--- config.mk ---
export PLATFORM = sky130hd
export DESIGN_NAME = cronometro_bcd
export DESIGN_NICKNAME = d
export VERILOG_FILES = /design/src/rtl/cronometro_bcd.sv
export SDC_FILE = /design/constraint.sdc
export NUM_CORES = 1
export LEC_CHECK = 0
export ABC_AREA = 0
export CAP_MARGIN = 20
export CORE_AREA = 2 2 71 73
export CTS_CLUSTER_DIAMETER = 30
export DETAILED_ROUTE_END_ITERATION = 10
export DIE_AREA = 0 0 73 75
export MAX_ROUTING_LAYER = met4
export RECOVER_POWER = 50
export SLEW_MARGIN = 20
export SYNTH_ARGS = -nofsm -noshare
export SYNTH_HDL_FRONTEND = slang
export SYNTH_SLANG_ARGS = --single-unit
--- constraint.sdc ---
create_clock -name clock_50 -period 2.07 [get_ports clock_50]
set_input_delay 0.414 -clock clock_50 [delete_from_list [all_inputs] [get_ports clock_50]]
set_output_delay 0.414 -clock clock_50 [all_outputs]
set_load 0.005 [all_outputs]
--- src/rtl/cronometro_bcd.sv ---
// cronometro_bcd: mm:ss stopwatch counting in BCD on synchronised ticks from the slow novo_clock
// Ports:
//   clock_50                          system clock
//   reset                             asynchronous reset, active-low
//   novo_clock                        slow divider output, sampled as data (rising edge = tick)
//   key_start_n                       start/stop pushbutton, active-low (falling edge = press)
//   key_clear_n                       clear pushbutton, active-low (level)
//   seg_uni, seg_dez, min_uni, min_dez BCD digits of mm:ss
//   running                           high while in RUN
//   wrap                              one-cycle pulse on MIN_MAX:59 -> 00:00
//   hex0..hex3                        active-low gfedcba patterns of the four digits
// Build option: SEVEN_SEG_EN selects a registered 7-seg decode; otherwise hex0..hex3 stay blank (7'h7F).
module cronometro_bcd #(
  parameter int SYNC_STAGES = 2,
  parameter int MIN_MAX     = 59
) (
  input  logic       clock_50,
  input  logic       reset,
  input  logic       novo_clock,
  input  logic       key_start_n,
  input  logic       key_clear_n,
  output logic [3:0] seg_uni,
  output logic [3:0] seg_dez,
  output logic [3:0] min_uni,
  output logic [3:0] min_dez,
  output logic       running,
  output logic       wrap,
  output logic [6:0] hex0,
  output logic [6:0] hex1,
  output logic [6:0] hex2,
  output logic [6:0] hex3
);
  typedef enum logic [1:0] {IDLE, RUN, PAUSE} state_t;
  localparam logic [3:0] MAX_DEZ = 4'(MIN_MAX / 10);
  localparam logic [3:0] MAX_UNI = 4'(MIN_MAX % 10);
  state_t state, state_nxt;
  // bit 0 is the first synchroniser stage, bit SYNC_STAGES-1 the synced value, bit SYNC_STAGES its history
  logic [SYNC_STAGES:0] nc_sr, ks_sr, kc_sr;
  logic tick, press, clr, step, at_max, c0, c1, c2;
  assign tick   = nc_sr[SYNC_STAGES-1] & ~nc_sr[SYNC_STAGES];
  assign press  = ~ks_sr[SYNC_STAGES-1] & ks_sr[SYNC_STAGES];
  assign clr    = ~kc_sr[SYNC_STAGES-1];
  assign step   = (state == RUN) & tick & ~clr;
  assign c0     = seg_uni == 4'd9;
  assign c1     = c0 & (seg_dez == 4'd5);
  assign c2     = c1 & (min_uni == 4'd9);
  assign at_max = c1 & (min_uni == MAX_UNI) & (min_dez == MAX_DEZ);
  always_comb state_nxt = clr ? IDLE : press ? ((state == RUN) ? PAUSE : RUN) : state;
  always_ff @(posedge clock_50 or negedge reset)
    if (!reset) begin
      nc_sr   <= '0;
      ks_sr   <= '0;
      kc_sr   <= '0;
      state   <= IDLE;
      running <= 1'b0;
      wrap    <= 1'b0;
      seg_uni <= '0;
      seg_dez <= '0;
      min_uni <= '0;
      min_dez <= '0;
    end else begin
      nc_sr   <= {nc_sr[SYNC_STAGES-1:0], novo_clock};
      ks_sr   <= {ks_sr[SYNC_STAGES-1:0], key_start_n};
      kc_sr   <= {kc_sr[SYNC_STAGES-1:0], key_clear_n};
      state   <= state_nxt;
      running <= state_nxt == RUN;
      wrap    <= step & at_max;
      if (clr || (step && at_max)) begin
        seg_uni <= '0;
        seg_dez <= '0;
        min_uni <= '0;
        min_dez <= '0;
      end else if (step) begin
        seg_uni <= c0 ? 4'd0 : seg_uni + 4'd1;
        seg_dez <= c1 ? 4'd0 : c0 ? seg_dez + 4'd1 : seg_dez;
        min_uni <= c2 ? 4'd0 : c1 ? min_uni + 4'd1 : min_uni;
        min_dez <= c2 ? min_dez + 4'd1 : min_dez;
      end
    end
`ifdef SEVEN_SEG_EN
  function automatic logic [6:0] seg7(input logic [3:0] d);
    case (d)
      4'd0: return 7'h40;
      4'd1: return 7'h79;
      4'd2: return 7'h24;
      4'd3: return 7'h30;
      4'd4: return 7'h19;
      4'd5: return 7'h12;
      4'd6: return 7'h02;
      4'd7: return 7'h78;
      4'd8: return 7'h00;
      4'd9: return 7'h10;
      default: return 7'h7F;
    endcase
  endfunction
  // reset value is the pattern for digit 0 so the display shows 00:00 during reset
  always_ff @(posedge clock_50 or negedge reset)
    if (!reset) begin
      hex0 <= 7'h40;
      hex1 <= 7'h40;
      hex2 <= 7'h40;
      hex3 <= 7'h40;
    end else begin
      hex0 <= seg7(seg_uni);
      hex1 <= seg7(seg_dez);
      hex2 <= seg7(min_uni);
      hex3 <= seg7(min_dez);
    end
`else
  assign hex0 = 7'h7F;
  assign hex1 = 7'h7F;
  assign hex2 = 7'h7F;
  assign hex3 = 7'h7F;
`endif
endmodule

Word level (Yosys, flattened, before mapping)

Cells that the tools add are included.

Bits in registers: 28
Output and inout port bits: 46
Word-level logic and storage cells: 57

Add/subtract/negate cells: 4
Equality and inequality tests: 6
Multiplexer cells: 17
Bitwise logic cells: 11
Reductions and logical operators: 9

Operators with widths:

| operator              | number |
|---|---|
| $mux W4               | 14 |
| $add A4 B1 Y4 const B | 4 |
| $and A1 B1 Y1         | 8 |
| $eq A4 B3 Y1 const B  | 2 |
| $eq A4 B4 Y1 const B  | 2 |
| $mux W2               | 3 |
| $reduce_and A2 Y1     | 3 |
| $reduce_bool A3 Y1    | 2 |
| $eq A2 B1 Y1 const B  | 2 |
| $reduce_bool A2 Y1    | 2 |
| $not A1 Y1            | 3 |
| $logic_and A1 B1 Y1   | 1 |
| $logic_or A1 B1 Y1    | 1 |

Depth between registers and ports, before layout

Word-level depth: 8
Mapped depth: 6
Gate-level depth less buffers: 6

Least setup slack after synthesis

No wires, ideal clock.

Path kind: register to register
From: reg seg_uni[1]
To: reg min_dez[3]
Setup time: 0.073 ns
Arrival time: 1.797 ns
Data required time: 1.997 ns
Setup slack: 0.200 ns
Stages on the path, launching flop included: 7
Period minus slack after synthesis: 1.870 ns
Cells stage by stage: dfrtp_1 -> inv_1 -> ha_1 -> nand3b_4 -> or4_4 -> or3_1 -> a21oi_2

Cells in the longest elaborated chain, start to end: 8
Elaborated cells between the ends (all ways): 10

RTL lines:

| element                             | line   | source |
|---|---|---|
| from (decl)                         | 22     | `output logic [3:0] seg_uni,` |
| from (signal assigned)              | 74     | `seg_uni <= c0 ? 4'd0 : seg_uni + 4'd1;` |
| $eq A4 B4 Y1 (*)                    | 44     | `assign c0 = seg_uni == 4'd9;` |
| $and A1 B1 Y1 (*)                   | 45     | `assign c1 = c0 & (seg_dez == 4'd5);` |
| $and A1 B1 Y1 (*)                   | 46, 47 |  |
| $and A1 B1 Y1                       | 47     | `assign at_max = c1 & (min_uni == MAX_UNI) & (min_dez == MAX_DEZ);` |
| $logic_and A1 B1 Y1                 | 68     | `if (clr \|\| (step && at_max)) begin` |
| $logic_or A1 B1 Y1                  | 68     |  |
| $reduce_bool A2 Y1 (no source line) | --     |  |
| $reduce_and A2 Y1 (no source line)  | --     |  |
| to (signal assigned)                | 77     | `min_dez <= c2 ? min_dez + 4'd1 : min_dez;` |
| to (decl)                           | 25     | `output logic [3:0] min_dez,` |

Every way passes the cells marked *; elsewhere a longest branch is shown, timed or not.
A chain may end at the register's enable or synchronous reset.

Worst setup path in the final report

From: reg seg_uni[1]
To: reg min_dez[0]

The elaborated chain is that of the path after synthesis.

==> reports/metrics.cfg <==
[synth]
synthFlopType = dfrtp_1
synth_xor_area_frac = 0.00557
syn_inst = 153
synthAdderAreaFrac = 0.0636
synth_cell_types = 41
muxShareOfSynthArea = 0.00636
synth-async-reset-ratio = 1.00
synth_area_um2 = 1570
yosys_warnings = 0
synth-compound-area-share = 0.108
yosys.area_share.simple = 0.215
synth_top_family_by_area = simple AND/OR/NAND/NOR gates
ys_ff_latch = 28
syn_avg_cell_area_um2 = 10.3
synth-seq-area-share = 0.446
synth_edf_count = 0

[power]
finalPower_uw = 911
power.net_switching_uw = 201
intPower_uw = 710
power.leakage_nw = 0.860
power_frac_clock = 0.316
p_per_area_nw_per_um2 = 494
p_seq_frac = 0.621
pwr-share-comb = 0.063
ir_drop_mv = 0.374
swShare = 0.221

[setup_path]
path_class = reg -> reg
endpoint_kind = flip-flop
cp-start-kind = flip-flop
cp_max_fo = 6
cp.required_ps = 2270
crit_arrival_ps = 2150

[clocking]
htree_levels = 1
clock-sinks = 28
clockBufferDepth = 2
numCtsBuffers = 3
cts_setup_buffers = 0
clock_latency_ps = 270
clkTransAtPathRegs_ps = 90
cts_root_buf = clkbuf_8
cts_tree = yes

[final_layout]
area_growth_pct = 17.3
fin_area_um2 = 1850
mostFrequentLayoutCells = conb_1, dfrtp_1, clkdlybuf4s50_1
nNetsFinal = 197
fillCellCount = 469
antenna_cells = 0
drive_above_1_share = 0.115

[timing]
maxSlewViolCount = 0
tns_ps = 0
setup_viol = 0
fin_skew_ps = 2.77
max_slew_margin = 0.541
grt_setup_unrepaired = false
hold_violations = 0
fin_crit_sh = 0.942
max_clock_freq_ghz = 0.513
period_minus_slack_ps = 1950
worst_slew_pin_slew_ps = 688

[die]
rows = 25
core_area_um2 = 4660
initial_core_util = 0.337
die_w_um = 73
fp.dieH_um = 75
dieArea_um2 = 5480
boundaryPins = 51

[status]
status = finished clean

[global_routing]
grtUsageTotal = 0.109
grt_max_degree = 29
grt.overflow.total = 0
grtUsageMet3 = 0.0161
grt_pass1_wl_um = 4530
busiest_layer = met2
grt_pass1_vias = 993
antenna_found_initial = 0
use_met1 = 0.149
met2_usage = 0.166

[drt]
drt-vias-per-instance = 4.47
wl_um = 2660
wl_per_cell_um = 11.3
drt_first_pass_iters = 4
drtAntennaViolNets = 0
drtIter0Drc = 40
vias = 1054
drc = 0

[flow_run]
drv_cap = 0

[placement]
io_buffers = 22
gp_congestion = 0.782
placed_area_um2 = 1800
hpwlAfterDp_um = 2030

[worst_hold_path]
min-delay-path-class = reg -> reg

-- synthesized netlist by cell type, types with 3 or more instances --
library cell / n / share of area
nand3_1: 5 / 0.016
ha_1: 8 / 0.064
a21boi_0: 5 / 0.024
a31o_2: 3 / 0.017
nand2_1: 12 / 0.029
or3_1: 4 / 0.016
dfrtp_1: 28 / 0.45
o21ai_0: 5 / 0.016
inv_1: 4 / 0.0095
nor2_1: 8 / 0.019
nand3b_1: 4 / 0.019
nor3_1: 6 / 0.019
buf_4: 29 / 0.14
-- critical path, cell delays in order (launching register included) --
cell and delay [ps]:
dfrtp_1 410, inv_1 80, ha_1 220, nand3b_4 110
or4_4 580, or3_1 320, a21boi_1 160
-- through the flow --
step | setup slack, ps | instances | util | hold slack (ps)
after floorplan | 200 | 180 | - | 118
after global routing | 30.0 | 236 | 0.396 | 362
final | 120 | 236 | 0.396 | 355
after global placement | 156 | 233 | 0.385 | 333
after detailed placement | 102 | 233 | 0.385 | 338
after CTS | 90.8 | 236 | 0.394 | 359
-- worst paths after layout --
check | start | endpoint | slack, ps | cells after the start
min reg2reg | ks_sr[0]$_DFF_PN0_ | ks_sr[1]$_DFF_PN0_ | 360 | 0
max | seg_uni[1]$_DFFE_PN0P_ | min_dez[0]$_DFFE_PN0P_ | 120 | 6
max in group asynchronous | reset | nc_sr[2]$_DFF_PN0_ | 920 | 2
min in group asynchronous | reset | kc_sr[0]$_DFF_PN0_ | 700 | 2
max reg2reg | seg_uni[1]$_DFFE_PN0P_ | min_dez[0]$_DFFE_PN0P_ | 120 | 6
min | ks_sr[0]$_DFF_PN0_ | ks_sr[1]$_DFF_PN0_ | 360 | 0
-- timing repair --
item	CTS	global route
hold buffers	0	0
gates resized for setup	0	1
endpoints found under the setup margin	0	2
hold endpoints to repair	0	0
-- layout make-up --
type                            instances  area [um^2]  share of cell area
Clock buffer                            3         41.3              0.0224
Inverter                                4         15.0             0.00814
Multi-Input combinational cell        117          743               0.403
Sequential cell                        28          701               0.380
Tap cell                               54         67.6              0.0366
Timing Repair Buffer                   30          278               0.151
-- state kept, by name (all words and copies together) (netlist names) --
register,count
kc_sr,2
state,2
seg_uni,4
min_dez,4
wrap,1
seg_dez,4
min_uni,4
nc_sr,3
running,1
ks_sr,3
-- power by group through the flow --
| stage | logic [mW] | clock network [mW] | registers, mW |
|---|---|---|---|
| global placement | 0.0579 | 0 | 0.576 |
| global route | 0.0674 | 0.322 | 0.568 |
| detailed placement | 0.0584 | 0 | 0.577 |
| floorplan | 0.0692 | 0 | 0.574 |
| finish | 0.0569 | 0.288 | 0.566 |
| CTS | 0.0583 | 0.297 | 0.566 |
-- logic make-up (layout without fill, tap and decap cells) --
logic type,count (synthesis),count (layout)
fa+ha+maj,8,8
other cells,1,28
mux,1,1
buf+inv,35,37
simple gates,56,56
xor+xnor,1,1
flops,28,28
compound gates,23,23
-- routing by layer --
layer,up-vias,part of all wire
met5,-,0
met4,0,0.012
met3,4,0.042
met2,28,0.46
met1,492,0.49
li1,530,-
No activity file was read; power rests on OpenSTA's default activity.
